==> config.mk <==
export PLATFORM = sky130hd
export DESIGN_NAME = fetch_unit
export DESIGN_NICKNAME = d
export VERILOG_FILES = /design/src/rtl/fetch_unit.sv
export SDC_FILE = /design/constraint.sdc
export NUM_CORES = 1
export LEC_CHECK = 0
export BUFFER_PORTS_ARGS = -buffer_cell sky130_fd_sc_hd__clkbuf_2
export CORE_MARGIN = 8
export CORE_UTILIZATION = 45
export CTS_CLUSTER_DIAMETER = 40
export DETAILED_ROUTE_END_ITERATION = 8
export HOLD_SLACK_MARGIN = 0.06
export PLACE_DENSITY = 0.78
export SYNTH_ARGS = -nofsm -noshare
export SYNTH_HDL_FRONTEND = slang
export SYNTH_SLANG_ARGS = --single-unit
==> constraint.sdc <==
create_clock -name Clk -period 2.1 [get_ports Clk]
set_input_delay 0.42 -clock Clk [delete_from_list [all_inputs] [get_ports Clk]]
set_output_delay 0.42 -clock Clk [all_outputs]
set_load 0.02 [all_outputs]
==> src/rtl/fetch_unit.sv <==
// Program-counter / fetch stage: sequences program start, run and halt, and picks
// the next instruction address from the decoder's branch/skip/halt indications.
//
// state  | meaning
// S_IDLE | waiting for Start arm-then-release; PC parked at START_ADDR, count cleared
// S_RUN  | one live instruction per cycle at ProgCtr; count advances every cycle
// S_HALT | program finished; PC and count frozen until Start re-arms
module fetch_unit #(
  parameter int              PC_W       = 10,
  parameter logic [PC_W-1:0] START_ADDR = '0,
  parameter int              CNT_W      = 16
) (
  input  logic             Clk,
  input  logic             Reset,
  input  logic             Start,
  input  logic             BranchEn,
  input  logic             Jump,
  input  logic             Ack,
  input  logic             CondFlag,
  input  logic [PC_W-1:0]  Target,
  output logic [PC_W-1:0]  ProgCtr,
  output logic             Running,
  output logic             Done,
  output logic [CNT_W-1:0] CycleCt
);

  typedef enum logic [1:0] {S_IDLE, S_RUN, S_HALT} state_t;

  localparam logic [CNT_W-1:0] CNT_MAX = '1;

  state_t            state, state_nxt;
  logic              armed, armed_nxt;
  logic [PC_W-1:0]   pc_nxt;
  logic [CNT_W-1:0]  cnt_nxt;

  always_ff @(posedge Clk) begin
    if (!Reset) begin
      state   <= S_IDLE;
      armed   <= 1'b0;
      ProgCtr <= START_ADDR;
      CycleCt <= '0;
    end else begin
      state   <= state_nxt;
      armed   <= armed_nxt;
      ProgCtr <= pc_nxt;
      CycleCt <= cnt_nxt;
    end
  end

  always_comb begin
    state_nxt = state;
    armed_nxt = armed;
    pc_nxt    = ProgCtr;
    cnt_nxt   = CycleCt;
    case (state)
      S_IDLE: begin
        pc_nxt  = START_ADDR;
        cnt_nxt = '0;
        if (Start) begin
          armed_nxt = 1'b1;
        end else if (armed) begin
          armed_nxt = 1'b0;
          state_nxt = S_RUN;
        end
      end
      S_RUN: begin
        // The halt word itself is counted as a run cycle.
        if (CycleCt != CNT_MAX) cnt_nxt = CycleCt + CNT_W'(1);
        if (Ack)                       state_nxt = S_HALT;
        else if (BranchEn && CondFlag) pc_nxt = Target;
        else if (Jump && CondFlag)     pc_nxt = ProgCtr + PC_W'(2);
        else                           pc_nxt = ProgCtr + PC_W'(1);
      end
      S_HALT: begin
        // The Start that leaves HALT also arms the next IDLE->RUN release.
        if (Start) begin
          state_nxt = S_IDLE;
          armed_nxt = 1'b1;
          pc_nxt    = START_ADDR;
          cnt_nxt   = '0;
        end
      end
      default: begin
        state_nxt = S_IDLE;
        armed_nxt = 1'b0;
      end
    endcase
  end

  assign Running = (state == S_RUN);
  assign Done    = (state == S_HALT);

endmodule

* Yosys cells after proc, flatten, opt, wreduce, memory -nomap -nowiden
Cells that the tools add are included.
** Storage, ports and cells
- Input port bits :: 17
- Register bits after elaboration :: 29
** Cells by class
- Bitwise operators :: 1
- Add/subtract/negate cells :: 3
- Reductions and logical operators :: 8
- Equal/unequal tests :: 9
- Muxes and demuxes :: 16
** Operator list (number)
- 16-bit one-hot mux with 3 select lines :: 1
- 10-bit two-way mux :: 4
- 16-bit two-way mux :: 2
- 10-bit one-hot mux with 3 select lines :: 1
- 16-bit by 1-bit adder with 16-bit output, second input constant :: 1
- 16-bit inequality test, second input constant :: 1
- 10-bit by 1-bit adder with 10-bit output, second input constant :: 1
- 10-bit by 2-bit adder with 10-bit output, second input constant :: 1
- 2-bit inequality test, second input constant :: 5
- 2-bit two-way mux :: 4
- 2-bit one-hot mux with 3 select lines :: 1
- 3-bit AND reduction :: 2
- 4-bit AND reduction :: 1
- 1-bit one-hot mux with 3 select lines :: 1
- 3-bit nonzero test :: 1
- 2-bit by 1-bit == test with 1-bit output, second input constant :: 1
- 2-bit == test, second input constant :: 1
- 1-bit logical AND :: 2
- 2-bit logical NOT :: 1
- 1-bit two-way mux :: 2
- 2-bit by 1-bit inequality test with 1-bit output, second input constant :: 1
- 2-bit AND reduction :: 1
- 1-bit NOT :: 1

* Longest topological paths before layout
- Depth after elaboration :: 5
- Mapped depth :: 7

* Worst setup path before layout
Ideal clock, no wire load.
- Path type :: flip-flop to flip-flop
- Start :: reg CycleCt[0]
- End :: reg CycleCt[10]
- Required time :: 1.985 ns
- Clock period less this slack :: 1.759 ns
- Path slack :: 0.341 ns
- Arrival :: 1.645 ns
- Library setup time :: 0.115 ns
- Cell stages (with the launch flop) :: 7
- Path through :: dfxtp_1 > ha_1 > nand3_1 > nor4b_4 > buf_6 > nor4_1 > o21a_1
** Between the ends
- Longest elaborated chain between the ends :: 3
- Elaborated cells between the ends (all ways) :: 6
- Those cells by class :: add/sub: 1; eq/ne: 2; mux: 2; reduce/logical: 1
** RTL lines
- start: declaration :: RTL line 24 : output logic [CNT_W-1:0] CycleCt
- start signal: assignment :: RTL line 46 : CycleCt <= cnt_nxt;
- 16-bit by 1-bit adder with 16-bit output / 16-bit inequality test (equally long branches) :: RTL line 68 : if (CycleCt != CNT_MAX) cnt_nxt = CycleCt + CNT_W'(1);
- 16-bit two-way mux / 2-bit by 1-bit inequality test with 1-bit output (equally long branches)
- 16-bit one-hot mux with 3 select lines / 3-bit AND reduction (equally long branches)
Several ways; a longest one is shown, not always the timed one. The select of a mux whose other input is x is not followed.
A chain may end at the register's enable or synchronous reset.

* Worst setup path after layout
- Start :: reg CycleCt[0]
- End :: reg CycleCt[6]
Same word-level chain as after synthesis.

==> results.py <==
metrics = {
    "status": {
        "run_status": "finished clean",
    },
    "pwr": {
        "power_density_mw_per_mm2": 505,
        "p_switching_uw": 280,
        "combPwrFrac_pct": 8.0,
        "finalPower_mw": 1.10,
        "switching_share_pct": 25.5,
        "power_frac_seq_pct": 50.9,
        "p_clk_share_pct": 41.1,
        "power.leakage_nw": 0.825,
        "vdd_drop_max_mv": 0.293,
        "internal-power_uw": 818,
    },
    "sta": {
        "setup_viol": 0,
        "worst_pin_slew_ns": 0.474,
        "final-max-slew-violation-count": 0,
        "final.setup.tns_ns": 0,
        "maxSlewHeadroom_pct": 68.3,
        "fin_crit_ns": 1.86,
        "setup_ws_ns": 0.239,
        "max_freq_mhz": 537,
        "finalHoldViolCount": 0,
        "rsz0062_at_grt": "no",
        "skew_ns": 0.00765,
        "period_share_pct": 88.6,
    },
    "drt": {
        "drc": 0,
        "met2_wirelength_mm": 2.18,
        "vias": 1804,
        "drtPass1Iterations": 4,
        "wl_mm": 4.65,
        "drtIter0Drc": 84,
        "highest_layer": "met4",
        "wl_per_cell_um": 14.6,
        "routed_via_density": 5.67,
        "ant_nets": 0,
        "dr_wl_met3_um": 256,
        "wl_met1_mm": 2.13,
    },
    "synthesis": {
        "synth_warnings": 0,
        "syn-num-nets": 241,
        "ys_async_sr_fraction_pct": 0,
        "yosysUniqueCellTypes": 54,
        "ys.flop_type": "dfxtp_1",
        "avgSynthCellArea_um2": 8.27,
        "synth-seq-area-share_pct": 31.8,
        "synthCells": 221,
        "yosys_register_bits": 29,
        "syn_area_mm2": 0.00183,
        "synth_edf_count": 0,
    },
    "worst_setup_path": {
        "reg2reg_from": "CycleCt[0]",
        "rrSetupSlack_ns": 0.24,
        "worstRegToRegCells": 6,
        "path_class": "reg -> reg",
        "arrival_ns": 2.02,
        "cp-end-kind": "register",
        "r2r_end": "CycleCt[6]",
        "worst-path-max-fanout": 9,
        "critPathLaunchType": "register",
        "crit_required_ns": 2.26,
    },
    "cts": {
        "cts_root_buffer": "clkbuf_8",
        "clk_pin_slew_worst_paths_ns": 0.06,
        "numCtsBuffers": 5,
        "hold_buffers": 0,
        "cts_setup_buffers": 0,
        "clockBufferDepth": 2,
        "cts_tree": "done",
        "htree_levels": 2,
        "clock-sinks": 29,
        "cts_resized": 0,
        "insertion_delay_ns": 0.29,
    },
    "hold_path": {
        "min_to": "ProgCtr[3]",
        "hold_class": "in -> reg",
        "min-delay-start": "Target[3]",
        "hold_path_depth": 4,
    },
    "global_routing": {
        "grt_max_degree": 22,
        "grt_pass1_wl_mm": 7.88,
        "antenna_found_initial": 0,
        "grt_pass1_vias": 1756,
        "grt_usage_pct": 15.1,
        "grt-ovfl-total": 0,
    },
    "die": {
        "die_area_mm2": 0.00635,
        "placement_rows": 23,
        "die_h_um": 79.7,
        "core_mm2": 0.00394,
        "start_util_pct": 46.3,
        "die_w_um": 79.7,
        "ioPinCount": 45,
    },
    "layout": {
        "area_growth_pct": 19.0,
        "postLayoutCoreUtil_pct": 55.2,
        "nets": 287,
        "drive_gt1_share_pct": 23.9,
        "diodes": 0,
        "fillers": 375,
    },
    "placed_design": {
        "port_buffers": 44,
        "place_congestion": 0.874,
        "dp_hpwl_mm": 3.41,
        "pre_cts_ws_ns": 0.261,
    },
    "run": {
        "drv_cap": 0,
    },
}
==> layer usage <==
metal	global-route usage [%]	up-vias
met3	4.50	8
met4	7.59	0
li1	-	930
met1	17.8	819
met2	24.1	47
met5	0	-
==> area by class of cell <==
type / instances / area (µm²) / share of cell area (%)
Clock inverter: 2 / 10.0 / 0.460
Inverter: 5 / 18.8 / 0.863
Sequential cell: 29 / 581 / 26.7
Tap cell: 50 / 62.6 / 2.88
Multi-Input combinational cell: 175 / 1160 / 53.2
Clock buffer: 6 / 72.6 / 3.34
Timing Repair Buffer: 51 / 273 / 12.5
==> worst max-delay path by stage <==
stage,depth (start not counted),to,startpoint
finish,6,CycleCt[6],CycleCt[0]
global placement,6,CycleCt[1],CycleCt[0]
global route,6,CycleCt[6],CycleCt[0]
floorplan,6,CycleCt[10],CycleCt[0]
CTS,6,CycleCt[6],CycleCt[0]
detailed placement,6,CycleCt[6],CycleCt[0]
==> metrics by stage <==
step | hold slack (ns) | std cells | area (µm²)
final | 0.472 | 318 | 2170
after global placement | 0.463 | 310 | 2090
after CTS | 0.449 | 318 | 2170
after floorplan | 0.452 | 221 | 1830
after detailed placement | 0.474 | 310 | 2090
after global routing | 0.481 | 318 | 2170
==> kinds of logic after synthesis <==
group | after synthesis | synth area share [%]
adder cells (fa/ha/maj) | 3 | 2.06
multiplexers | 11 | 6.03
AO/OA/AOI/OAI | 67 | 26.2
XOR/XNOR | 2 | 0.959
AND/OR/NAND/NOR | 92 | 28.1
buffers and inverters | 17 | 4.86
flip-flops | 29 | 31.8
==> power by group through the flow <==
stage	Combinational (mW)	Sequential, mW	Clock [mW]
floorplan	0.0511	0.572	0
global placement	0.0867	0.572	0
detailed placement	0.0869	0.572	0
CTS	0.0872	0.559	0.463
global route	0.0974	0.560	0.487
finish	0.0875	0.559	0.452
==> worst max-delay path: stages (launching register included) <==
cell and delay, ns:
dfxtp_1 0.39, ha_1 0.19, nand3_1 0.14, nor4b_4 0.52, buf_4 0.25, a211oi_1 0.10
mux2i_1 0.15
==> cell usage after synthesis (4+ instances only) <==
master    instances  share of area, %
a21oi_1          12               3.3
nor3_1            5               1.4
nor4_1            4               1.4
clkbuf_1          7               1.4
mux2i_1          11               6.0
o21a_1            4               1.6
o21ai_0          11               3.0
nand3_1           9               2.5
nand2_1          31               6.4
nor2_1            8               1.6
nand2b_1          8               2.7
a21boi_0          4               1.6
inv_1             5               1.0
dfxtp_1          29                32
a211oi_1          7               2.9
==> sequential cells by signal, indices dropped and copies added (netlist names) <==
signal,flops
state,2
CycleCt,16
armed,1
ProgCtr,10
==> cell usage in the layout, fill, tap and decap left out, types with 3 or more instances in the layout <==
cell type,count
or4_1,3
o211ai_1,3
o21a_1,4
clkbuf_8,5
nor2_1,8
buf_4,7
nand2b_1,8
mux2i_1,11
or3b_1,3
and3_1,3
clkbuf_2,44
nand2_1,31
ha_1,3
a21boi_0,4
nand3_1,9
a21oi_1,12
o21ai_0,11
nor4_1,4
dfxtp_1,29
nand4_1,3
o31ai_1,3
inv_1,5
nor3_1,5
a211oi_1,7
(Power assumes the default switching activity.)
